`config.mk`:
```
export PLATFORM = sky130hd
export DESIGN_NAME = deadtime_gate_driver
export DESIGN_NICKNAME = d
export VERILOG_FILES = /design/src/rtl/deadtime_gate_driver.sv
export SDC_FILE = /design/constraint.sdc
export NUM_CORES = 1
export LEC_CHECK = 0
export BUFFER_PORTS_ARGS = -buffer_cell sky130_fd_sc_hd__buf_2
export CAP_MARGIN = 20
export CORE_MARGIN = 2
export CORE_UTILIZATION = 39
export CTS_BUF_LIST = sky130_fd_sc_hd__clkbuf_8
export CTS_CLUSTER_SIZE = 28
export DETAILED_ROUTE_END_ITERATION = 10
export PLACE_DENSITY = 0.66
export SKIP_LAST_GASP = 1
export SLEW_MARGIN = 20
export SYNTH_ARGS = -nofsm -noshare
export SYNTH_HDL_FRONTEND = slang
export SYNTH_SLANG_ARGS = --single-unit
```
`constraint.sdc`:
```
create_clock -name i_clock -period 2.8 [get_ports i_clock]
set_clock_uncertainty 0.05 [all_clocks]
set_input_delay 0.56 -clock i_clock [delete_from_list [all_inputs] [get_ports i_clock]]
set_output_delay 0.56 -clock i_clock [all_outputs]
set_load 0.02 [all_outputs]
```
`src/rtl/deadtime_gate_driver.sv`:
```
// Dead-time gate driver for one half-bridge leg.
// A registered switching request steers a five-state FSM that inserts a fixed dead time
// between turning one gate off and the other on, and enforces a minimum gate on-time.
// Optional feature: define SWITCH_COUNT_EN to build the commutation counter on
// o_switch_count; without it the port is tied to zero and no counter logic exists.
module deadtime_gate_driver #(
    parameter logic [7:0]  DEAD_TIME = 8'd10,  // 1..255 cycles with both gates low
    parameter logic [15:0] MIN_ON    = 16'd20  // 1..65535 cycles minimum on-time
) (
    input  logic        i_clock,
    input  logic        i_RESET,
    input  logic        i_sigma,
    input  logic        i_enable,
    output logic        o_gate_H,
    output logic        o_gate_L,
    output logic        o_dead,
    output logic [15:0] o_switch_count
);

    typedef enum logic [2:0] {
        StIdle,
        StDtH,
        StOnH,
        StDtL,
        StOnL
    } state_e;

    // Terminal counts: transitions fire on the edge where the pre-edge count equals these.
    localparam logic [7:0]  DtLast = DEAD_TIME - 8'd1;
    localparam logic [15:0] OnLast = MIN_ON - 16'd1;

    state_e      state_q, state_d;
    logic        sigma_q, sigma_d;
    logic [7:0]  dt_cnt_q, dt_cnt_d;
    logic [15:0] on_cnt_q, on_cnt_d;
    logic        gate_h_q, gate_h_d;
    logic        gate_l_q, gate_l_d;
    logic        dead_q, dead_d;

    // Next state, counters and registered-output values derived from the next state.
    always_comb begin
        sigma_d  = i_sigma;
        state_d  = state_q;
        dt_cnt_d = dt_cnt_q;
        on_cnt_d = on_cnt_q;

        case (state_q)
            StIdle: begin
                dt_cnt_d = 8'd0;
                on_cnt_d = 16'd0;
                state_d  = sigma_q ? StDtH : StDtL;
            end
            StDtH: begin
                if (!sigma_q) begin
                    // Request reversed mid dead time: restart toward the other side.
                    state_d  = StDtL;
                    dt_cnt_d = 8'd0;
                end else if (dt_cnt_q == DtLast) begin
                    state_d  = StOnH;
                    on_cnt_d = 16'd0;
                end else begin
                    dt_cnt_d = dt_cnt_q + 8'd1;
                end
            end
            StDtL: begin
                if (sigma_q) begin
                    state_d  = StDtH;
                    dt_cnt_d = 8'd0;
                end else if (dt_cnt_q == DtLast) begin
                    state_d  = StOnL;
                    on_cnt_d = 16'd0;
                end else begin
                    dt_cnt_d = dt_cnt_q + 8'd1;
                end
            end
            StOnH: begin
                if (on_cnt_q != 16'hFFFF) begin
                    on_cnt_d = on_cnt_q + 16'd1;
                end
                // sigma_q is a level, so an early reversal simply waits here until MIN_ON.
                if (!sigma_q && (on_cnt_q >= OnLast)) begin
                    state_d  = StDtL;
                    dt_cnt_d = 8'd0;
                end
            end
            StOnL: begin
                if (on_cnt_q != 16'hFFFF) begin
                    on_cnt_d = on_cnt_q + 16'd1;
                end
                if (sigma_q && (on_cnt_q >= OnLast)) begin
                    state_d  = StDtH;
                    dt_cnt_d = 8'd0;
                end
            end
            default: begin
                state_d  = StIdle;
                dt_cnt_d = 8'd0;
                on_cnt_d = 16'd0;
            end
        endcase

        // Disable wins over every transition, including dead-time completion.
        if (!i_enable) begin
            state_d  = StIdle;
            dt_cnt_d = 8'd0;
            on_cnt_d = 16'd0;
        end

        gate_h_d = (state_d == StOnH);
        gate_l_d = (state_d == StOnL);
        dead_d   = (state_d == StDtH) || (state_d == StDtL);
    end

    // State, input sync and output registers with synchronous reset.
    always_ff @(posedge i_clock) begin
        if (i_RESET) begin
            state_q  <= StIdle;
            sigma_q  <= 1'b0;
            dt_cnt_q <= 8'd0;
            on_cnt_q <= 16'd0;
            gate_h_q <= 1'b0;
            gate_l_q <= 1'b0;
            dead_q   <= 1'b0;
        end else begin
            state_q  <= state_d;
            sigma_q  <= sigma_d;
            dt_cnt_q <= dt_cnt_d;
            on_cnt_q <= on_cnt_d;
            gate_h_q <= gate_h_d;
            gate_l_q <= gate_l_d;
            dead_q   <= dead_d;
        end
    end

    assign o_gate_H = gate_h_q;
    assign o_gate_L = gate_l_q;
    assign o_dead   = dead_q;

`ifdef SWITCH_COUNT_EN
    logic [15:0] sw_cnt_q, sw_cnt_d;
    logic        on_entry;

    // Count entries into an ON state; aborted dead times never reach one, so never count.
    always_comb begin
        on_entry = ((state_d == StOnH) && (state_q != StOnH)) ||
                   ((state_d == StOnL) && (state_q != StOnL));
        sw_cnt_d = on_entry ? (sw_cnt_q + 16'd1) : sw_cnt_q;
    end

    // Commutation counter register; wraps naturally at 16 bits.
    always_ff @(posedge i_clock) begin
        if (i_RESET) begin
            sw_cnt_q <= 16'd0;
        end else begin
            sw_cnt_q <= sw_cnt_d;
        end
    end

    assign o_switch_count = sw_cnt_q;
`else
    assign o_switch_count = 16'h0000;
`endif

endmodule

```
=== Word level (Yosys, flattened, before mapping) ===
Cells that the tools add are included.

* Bitwise logic cells: 1
* Eq/ne operators: 15
* Mux-type cells: 20
* Reductions and logical operators: 9
* Magnitude comparators: 1
* Add/sub/neg operators: 2

{| class="wikitable"
|+ Operators by type and width
! cell !! number
|-
| 16-bit two-way mux || 4
|-
| 16-bit case mux with 3 select lines || 1
|-
| 8-bit two-way mux || 5
|-
| 8-bit case mux with 4 select lines || 1
|-
| 3-bit two-way mux || 7
|-
| 16-bit by 1-bit adder with 16-bit output (second input constant) || 1
|-
| 16-bit by 5-bit >= comparator with 1-bit output (second input constant) || 1
|-
| 16-bit inequality test (second input constant) || 1
|-
| 3-bit case mux with 5 select lines || 1
|-
| 3-bit by 2-bit equality test with 1-bit output (second input constant) || 4
|-
| 8-bit by 1-bit adder with 8-bit output (second input constant) || 1
|-
| 8-bit by 4-bit equality test with 1-bit output (second input constant) || 1
|-
| 2-bit inequality test (second input constant) || 4
|-
| 3-bit by 1-bit equality test with 1-bit output (second input constant) || 2
|-
| 3-bit equality test (second input constant) || 2
|-
| 2-bit OR reduction || 2
|-
| 3-bit logical NOT || 1
|-
| 3-bit AND reduction || 1
|-
| 1-bit logical AND || 2
|-
| 2-bit two-way mux || 1
|-
| 2-bit by 1-bit inequality test with 1-bit output (second input constant) || 1
|-
| 2-bit AND reduction || 1
|-
| 1-bit logical NOT || 1
|-
| 1-bit logical OR || 1
|-
| 1-bit NOT || 1
|}

* Word-level logic and storage cells: 55
* Output and inout port bits: 19
* Register bits: 31

=== Depth between registers and ports, before layout ===
Gate-level depths: netlist (run 1).

* Depth in word-level cells: 7
* Depth in mapped cells: 9

=== Worst setup path after synthesis (run 1) ===
OpenSTA, ideal clock, no wires.

* Kind: reg2reg
* Start: reg on_cnt_q[0]
* End: reg on_cnt_q[1]
* Stages on the path, launching flop included: 9
* Setup time: 0.128 ns
* Setup slack: 0.890 ns
* Arrival: 1.733 ns
* Path buffers: 2
* Cells stage by stage: dfxtp_1 > ha_1 > and3_1 > nand3_1 > o31ai_4 > buf_4 > buf_6 > mux2i_1 > nor2_1

* Cells in the longest elaborated chain, start to end: 3
* Elaborated cells on any way between the ends: 6
* Those cells by class: add/sub (1); eq/ne (2); mux (2); reduce/logical (1)

{| class="wikitable"
|+ Ends and longest elaborated chain
! item !! RTL line !! text
|-
| from (decl) || 35 || <nowiki>logic [15:0] on_cnt_q, on_cnt_d;</nowiki>
|-
| from (signal assigned) || 128 || <nowiki>on_cnt_q <= on_cnt_d;</nowiki>
|-
| 16-bit by 1-bit adder with 16-bit output or 16-bit inequality test (tied branches) || - ||
|-
| 16-bit two-way mux or 2-bit by 1-bit inequality test with 1-bit output (tied branches) || - ||
|-
| 16-bit case mux with 3 select lines or 3-bit AND reduction (tied branches) || - ||
|}

Several ways; a longest one is shown, not always the timed one. The select of a mux whose other input is x is not followed.
A chain may end at the register's enable or synchronous reset.

=== Worst setup path after layout (run 1) ===
Same ends and word-level chain as after synthesis.

==> flow_summary.json, run 1 <==
{
  "grt_pass1_wl_um": 6040,
  "power_frac_seq_pct": 49.7,
  "synth.most_common_cell": "dfxtp_1",
  "yosys.area_share.simple_pct": 24.6,
  "crit_arrival_ns": 2.42,
  "place_ws_ns": 0.494,
  "antenna_found_initial": 0,
  "yosys_register_bits": 31,
  "synthAdderAreaFrac_pct": 2.04,
  "netlist-cell-type-count": 46,
  "cap_violations": 0,
  "timing.rr.end": "on_cnt_q[1]$_SDFFE_PP0P_",
  "multi_input_area_um2": 1070,
  "grt_pass1_vias": 1360,
  "cp_slowest_stage_delay_ns": 0.55,
  "ys_async_sr_fraction_pct": 0,
  "viasPerCell": 5.55,
  "layout.area.seq_um2": 621,
  "synth-edff-count": 0,
  "status": "finished clean",
  "synth_top_family_by_area": "simple AND/OR/NAND/NOR gates",
  "cts_hold_buffers": 0,
  "rr_worst_depth": 7,
  "setup_viol": 0,
  "wire_per_inst_um": 12.4,
  "min_period_ns": 2.33,
  "final_nets": 223,
  "hpwl_um": 2350,
  "sw_frac_of_total_pct": 24.8,
  "cts_max_level": 2,
  "cts_tree": "built",
  "cts-root-buf": "clkbuf_8",
  "dieArea_um2": 5270,
  "critPathSlowestCell": "o31ai_4",
  "hold_class": "in2reg",
  "num_vias": 1493,
  "fin_crit_sh_pct": 83.2,
  "power_switching_mw": 0.227,
  "drc": 0,
  "synthCells": 213,
  "p_per_area_nw_per_um2": 480,
  "dpl-instance-area_um2": 1810,
  "intPower_mw": 0.690,
  "syn-cell-area_um2": 1840,
  "rsz0062_at_grt": "no",
  "io_buffers": 6,
  "worstPathMaxFanout": 18,
  "synthTopCellsByArea": "dfxtp_1 (34%), buf_4 (6.9%), a21oi_1 (6.0%), o21ai_0 (3.8%), or3_1 (3.1%)",
  "start_util_pct": 41.3,
  "ir_drop_uv": 199,
  "num_rows": 24,
  "nFillCells": 446,
  "clock_latency_ns": 0.28,
  "gr-total-overflow": 0,
  "hold_viol": 0,
  "endpoint": "on_cnt_q[1]$_SDFFE_PP0P_",
  "ys_warn_count": 0,
  "cp.required_ns": 2.90,
  "synth_top_cell_by_area": "dfxtp_1",
  "crit_family": "compound AO/OA/AOI/OAI gates",
  "numCtsBuffers": 5,
  "end_kind": "flop",
  "dr.pass1.iters": 4,
  "worst_setup_path_start_kind": "flop",
  "clk_pin_slew_ns": 0.06,
  "synth_xor_area_share_pct": 2.32,
  "die_w_um": 72.6,
  "synth_top_area_share_pct": 33.8,
  "gp_congestion": 0.784,
  "max_clock_freq_mhz": 429,
  "path_buf_inv": 1,
  "setup_ws_ns": 0.470,
  "r2r_setup_slack_ns": 0.47,
  "synth_compound_area_share_pct": 24.5,
  "crit_cells": 7,
  "max-slew-margin-rel_pct": 57.3,
  "ys_seq_area_share_pct": 33.8,
  "r2r-start": "on_cnt_q[0]$_SDFFE_PP0P_",
  "critPathKind": "reg2reg",
  "drt_iter0_markers": 81,
  "area_delta_synth_final_pct": 4.09,
  "drt-total-wl_um": 3350,
  "cp_cell_sequence": "ha_1 > and3_1 > nand3_1 > o31ai_4 > buf_4 > mux2i_1 > nor2_1",
  "comb_power_share_pct": 8.4,
  "die_h_um": 72.6,
  "grt_use_total_pct": 14.3,
  "clkPwrFrac_pct": 41.9,
  "finalMaxSlewViolations": 0,
  "drive_above_1_share_pct": 10.1,
  "antenna_cells": 0,
  "cts_setup_buffers": 0,
  "crit_start": "on_cnt_q[0]$_SDFFE_PP0P_",
  "p_leak_nw": 0.655,
  "cts_buffer_depth": 2,
  "synth_flop_cell": "dfxtp_1",
  "worst_pin_slew_ns": 0.624,
  "tns_ns": 0,
  "yosys-top-cells-count": "dfxtp_1 (31), a21oi_1 (22), buf_4 (17)",
  "antenna_left": 0,
  "cts_resized": 0,
  "synthMuxAreaShare_pct": 1.36,
  "core_area_um2": 4440,
  "io_pins": 23,
  "grt_max_degree": 19,
  "clock-sinks": 31,
  "postSynthAreaPerCell_um2": 8.62,
  "stdcell_area_um2": 1910
}
-- power by group through the flow --
stage / Sequential, mW / Combinational [mW] / Clock (mW)
floorplan: 0.460 / 0.0916 / 0
global placement: 0.466 / 0.0760 / 0
detailed placement: 0.465 / 0.0766 / 0
CTS: 0.456 / 0.0770 / 0.392
global route: 0.457 / 0.0853 / 0.406
finish: 0.456 / 0.0771 / 0.384
-- cell usage in the layout (no fill, tap or decap), types with 3 or more instances in the layout --
master	Yosys	final
o31ai_1	7	7
or4_1	6	6
nand2b_1	5	5
a211oi_1	3	3
nand4_1	6	6
nor2_1	5	5
o21ai_0	14	14
or3_1	9	9
buf_2	3	6
nor3_1	3	3
a21oi_1	22	22
nand3_1	9	9
and3_1	7	7
a311oi_1	3	3
a21o_1	3	3
ha_1	3	3
conb_1	1	16
a31oi_1	3	3
nand2_1	14	14
clkbuf_8	0	7
nor2b_1	3	3
inv_1	4	5
dfxtp_1	31	31
-- state kept, by name, summed over array words and instances (netlist names) --
name	flops
dt_cnt_q	8
o_dead	1
state_q	3
sigma_q	1
on_cnt_q	16
o_gate_H	1
o_gate_L	1
-- kinds of logic (layout without fill, tap and decap cells) --
group,Yosys count,after routing
adders and majority gates,3,3
and+or+nand+nor,76,76
other,1,16
muxes,2,2
buffers and inverters,31,20
AOI/OAI and AO/OA,65,65
DFF,31,31
xor gates and xnor gates,4,4
-- per-layer routing --
| metal | vias to the layer above | global-route usage [%] | part of all wire, % |
|---|---|---|---|
| li1 | 778 | - | - |
| met1 | 688 | 18.6 | 52 |
| met2 | 20 | 22.2 | 43 |
| met3 | 7 | 3.73 | 3.3 |
| met4 | 0 | 6.17 | 1.6 |
| met5 | - | 0 | 0 |
-- metrics by stage --
stage / power [mW] / std cells / util, % / hold WS, ns
after floorplan: 0.552 / 228 / - / 0.409
after global placement: 0.542 / 261 / 40.8 / 0.434
after detailed placement: 0.542 / 261 / 40.8 / 0.444
after CTS: 0.925 / 269 / 43.0 / 0.402
after global routing: 0.948 / 269 / 43.0 / 0.424
final: 0.917 / 269 / 43.0 / 0.407
-- worst min-delay path by stage --
stage	startpoint	slack, ns	to	cells after the start
after floorplan	dt_cnt_q[0]$_SDFFE_PP0P_	0.41	dt_cnt_q[0]$_SDFFE_PP0P_	1
after global placement	dt_cnt_q[0]$_SDFFE_PP0P_	0.43	dt_cnt_q[0]$_SDFFE_PP0P_	1
after detailed placement	dt_cnt_q[0]$_SDFFE_PP0P_	0.44	dt_cnt_q[0]$_SDFFE_PP0P_	1
after CTS	i_RESET	0.40	sigma_q$_SDFF_PP0_	2
after global routing	i_RESET	0.42	sigma_q$_SDFF_PP0_	2
final	i_RESET	0.41	sigma_q$_SDFF_PP0_	2
-- cell type report --
cell class,instances,share of cell area [%]
Sequential cell,31,32.5
Timing Repair Buffer,8,2.36
Tap cell,52,3.40
Inverter,4,0.785
Clock buffer,7,5.04
Clock inverter,1,0.196
Multi-Input combinational cell,166,55.8
Power figures use the tool's default switching activity.
==> run 2, diff against run 1 <==
--- a/config.mk
+++ b/config.mk
@@ -12,7 +12,7 @@
 export CTS_BUF_LIST = sky130_fd_sc_hd__clkbuf_8
 export CTS_CLUSTER_SIZE = 28
 export DETAILED_ROUTE_END_ITERATION = 10
-export PLACE_DENSITY = 0.66
+export PLACE_DENSITY = 0.69
 export SKIP_LAST_GASP = 1
 export SLEW_MARGIN = 20
 export SYNTH_ARGS = -nofsm -noshare
==> constraint.sdc (replaced) <==
create_clock -name i_clock -period 2.13 [get_ports i_clock]
set_clock_uncertainty 0.05 [all_clocks]
set_input_delay 0.426 -clock i_clock [delete_from_list [all_inputs] [get_ports i_clock]]
set_output_delay 0.426 -clock i_clock [all_outputs]
set_load 0.02 [all_outputs]
==> run 2 against run 1 <==
  * Sequential share of layout area fell by 0.94 points
  * Critical path type unchanged
  * First-iteration DRC count fell by 7.4%
  * Final area rose by 3.4%
  * Total power rose by 23%
  * Register-to-register slack got worse by 0.36 ns
==> flow_summary.json, run 2 (synthesis gave the netlist of run 1 again) <==
{
  "grt_max_degree": 31,
  "cts_hold_buffers": 0,
  "viasPerCell": 5.69,
  "end_kind": "flop",
  "stdcell_area_um2": 1980,
  "num_vias": 1577,
  "dieArea_um2": 5270,
  "status": "finished clean",
  "p_leak_nw": 0.697,
  "finalMaxSlewViolations": 0,
  "max_clock_freq_mhz": 495,
  "setup_ws_ns": 0.111,
  "num_rows": 24,
  "fin_crit_sh_pct": 94.8,
  "timing.rr.end": "on_cnt_q[13]$_SDFFE_PP0P_",
  "hold_class": "in2reg",
  "cts_tree": "built",
  "cp.required_ns": 2.29,
  "wire_per_inst_um": 13.2,
  "antenna_found_initial": 0,
  "fin_hold_ws_ns": 0.276,
  "cts_resized": 0,
  "cts_setup_buffers": 0,
  "final_nets": 233,
  "holdPathStages": 2,
  "layout_commonest_cell": "dfxtp_1",
  "ir_drop_uv": 365,
  "r2r-start": "dt_cnt_q[1]$_SDFFE_PP0P_",
  "final_cell_mix": "dfxtp_1 (29), a21oi_1 (22), conb_1 (16)",
  "tns_ns": 0,
  "antenna_cells": 0,
  "hold_viol": 0,
  "worstPathMaxFanout": 30,
  "cts-root-buf": "clkbuf_8",
  "start_util_pct": 41.3,
  "crit_arrival_ns": 2.18,
  "hpwl_um": 2660,
  "antenna_left": 0,
  "area_delta_synth_final_pct": 7.63,
  "grt_pass1_vias": 1414,
  "rsz0062_at_grt": "no",
  "top_register": "on_cnt_q",
  "drt_iter0_markers": 75,
  "cap_violations": 0,
  "drive_above_1_share_pct": 14.7,
  "clock-sinks": 31,
  "min_from": "i_RESET",
  "drt-total-wl_um": 3670,
  "multi_input_area_um2": 1070,
  "gr-total-overflow": 0,
  "largest_register_ffs": 16,
  "p_per_area_nw_per_um2": 571,
  "core_area_um2": 4440,
  "dpl-instance-area_um2": 1900,
  "grt_pass1_wl_um": 6100,
  "cts_buffer_depth": 2,
  "largestRegisters": "on_cnt_q (16), dt_cnt_q (8), state_q (3)",
  "sw_frac_of_total_pct": 25.7,
  "dr.pass1.iters": 4,
  "grt_use_total_pct": 14.6,
  "setup_viol": 0,
  "min_period_ns": 2.02,
  "numCtsBuffers": 5,
  "die_w_um": 72.6,
  "intPower_mw": 0.839,
  "io_pins": 23,
  "layout.area.seq_um2": 623,
  "die_h_um": 72.6,
  "critPathKind": "reg2reg",
  "drc": 0,
  "r2r_setup_slack_ns": 0.11,
  "clock_latency_ns": 0.28,
  "total_power_mw": 1.13,
  "power_switching_mw": 0.290,
  "io_buffers": 6,
  "comb_power_share_pct": 10.5,
  "nFillCells": 455,
  "power_frac_seq_pct": 52.7,
  "worst_setup_path_start_kind": "flop",
  "cts_max_level": 2,
  "gp_congestion": 0.784,
  "clkPwrFrac_pct": 36.8,
  "place_ws_ns": 0.112,
  "rr_worst_depth": 8,
  "hold_path_end": "sigma_q$_SDFF_PP0_",
  "clk_pin_slew_ns": 0.06
}
## run 2: cell types whose count changed in the layout (fill, tap and decap cells not counted), sizes merged
| cell | previous run | this run |
|---|---|---|
| clkbuf | 7 | 5 |
| buf | 8 | 18 |
## run 2: metal layers
layer,GRT usage (%),part of all wire [%],vias up
li1,-,-,790
met1,18.5,48,751
met2,24.2,47,31
met3,4.14,4.2,5
met4,4.32,0.93,0
met5,0,0,-
## run 2: worst max path at each step
stage | from | endpoint | slack, ns | cells past startpoint
after floorplan | on_cnt_q[0]$_SDFFE_PP0P_ | on_cnt_q[1]$_SDFFE_PP0P_ | 0.22 | 8
after global placement | dt_cnt_q[0]$_SDFFE_PP0P_ | on_cnt_q[9]$_SDFFE_PP0P_ | 0.16 | 7
after detailed placement | dt_cnt_q[0]$_SDFFE_PP0P_ | on_cnt_q[13]$_SDFFE_PP0P_ | 0.11 | 7
after CTS | dt_cnt_q[0]$_SDFFE_PP0P_ | on_cnt_q[13]$_SDFFE_PP0P_ | 0.08 | 7
after global routing | dt_cnt_q[1]$_SDFFE_PP0P_ | on_cnt_q[9]$_SDFFE_PP0P_ | 0.001 | 8
final | dt_cnt_q[1]$_SDFFE_PP0P_ | on_cnt_q[13]$_SDFFE_PP0P_ | 0.11 | 8
## run 2: power by group through the flow
stage | registers (mW) | clock network, mW | logic [mW]
after global placement | 0.607 | 0 | 0.116
after detailed placement | 0.608 | 0 | 0.118
after floorplan | 0.605 | 0 | 0.120
after CTS | 0.595 | 0.429 | 0.119
final | 0.595 | 0.415 | 0.119
after global routing | 0.595 | 0.464 | 0.130
## run 2: layout make-up
| class | count | area share (%) |
|---|---|---|
| multi-input combinational | 166 | 54.1 |
| clock inverter | 1 | 0.190 |
| clock buffer | 5 | 3.48 |
| inverter | 4 | 0.759 |
| sequential | 31 | 31.5 |
| timing repair buffer | 18 | 6.71 |
| tap | 52 | 3.29 |
## run 2: stage by stage
stage                     utilization (%)  instances
after floorplan                         -        228
after global placement               42.7        271
after detailed placement             42.7        271
after CTS                            44.4        277
after global routing                 44.5        277
final                                44.5        277
## run 2: critical path: stages (launching register included)
cell and delay, ns:
dfxtp_2 0.34, inv_1 0.06, ha_1 0.14, nor4b_4 0.29
a31o_4 0.23, o31ai_4 0.07, buf_12 0.16, or4_1 0.46
a21oi_1 0.15
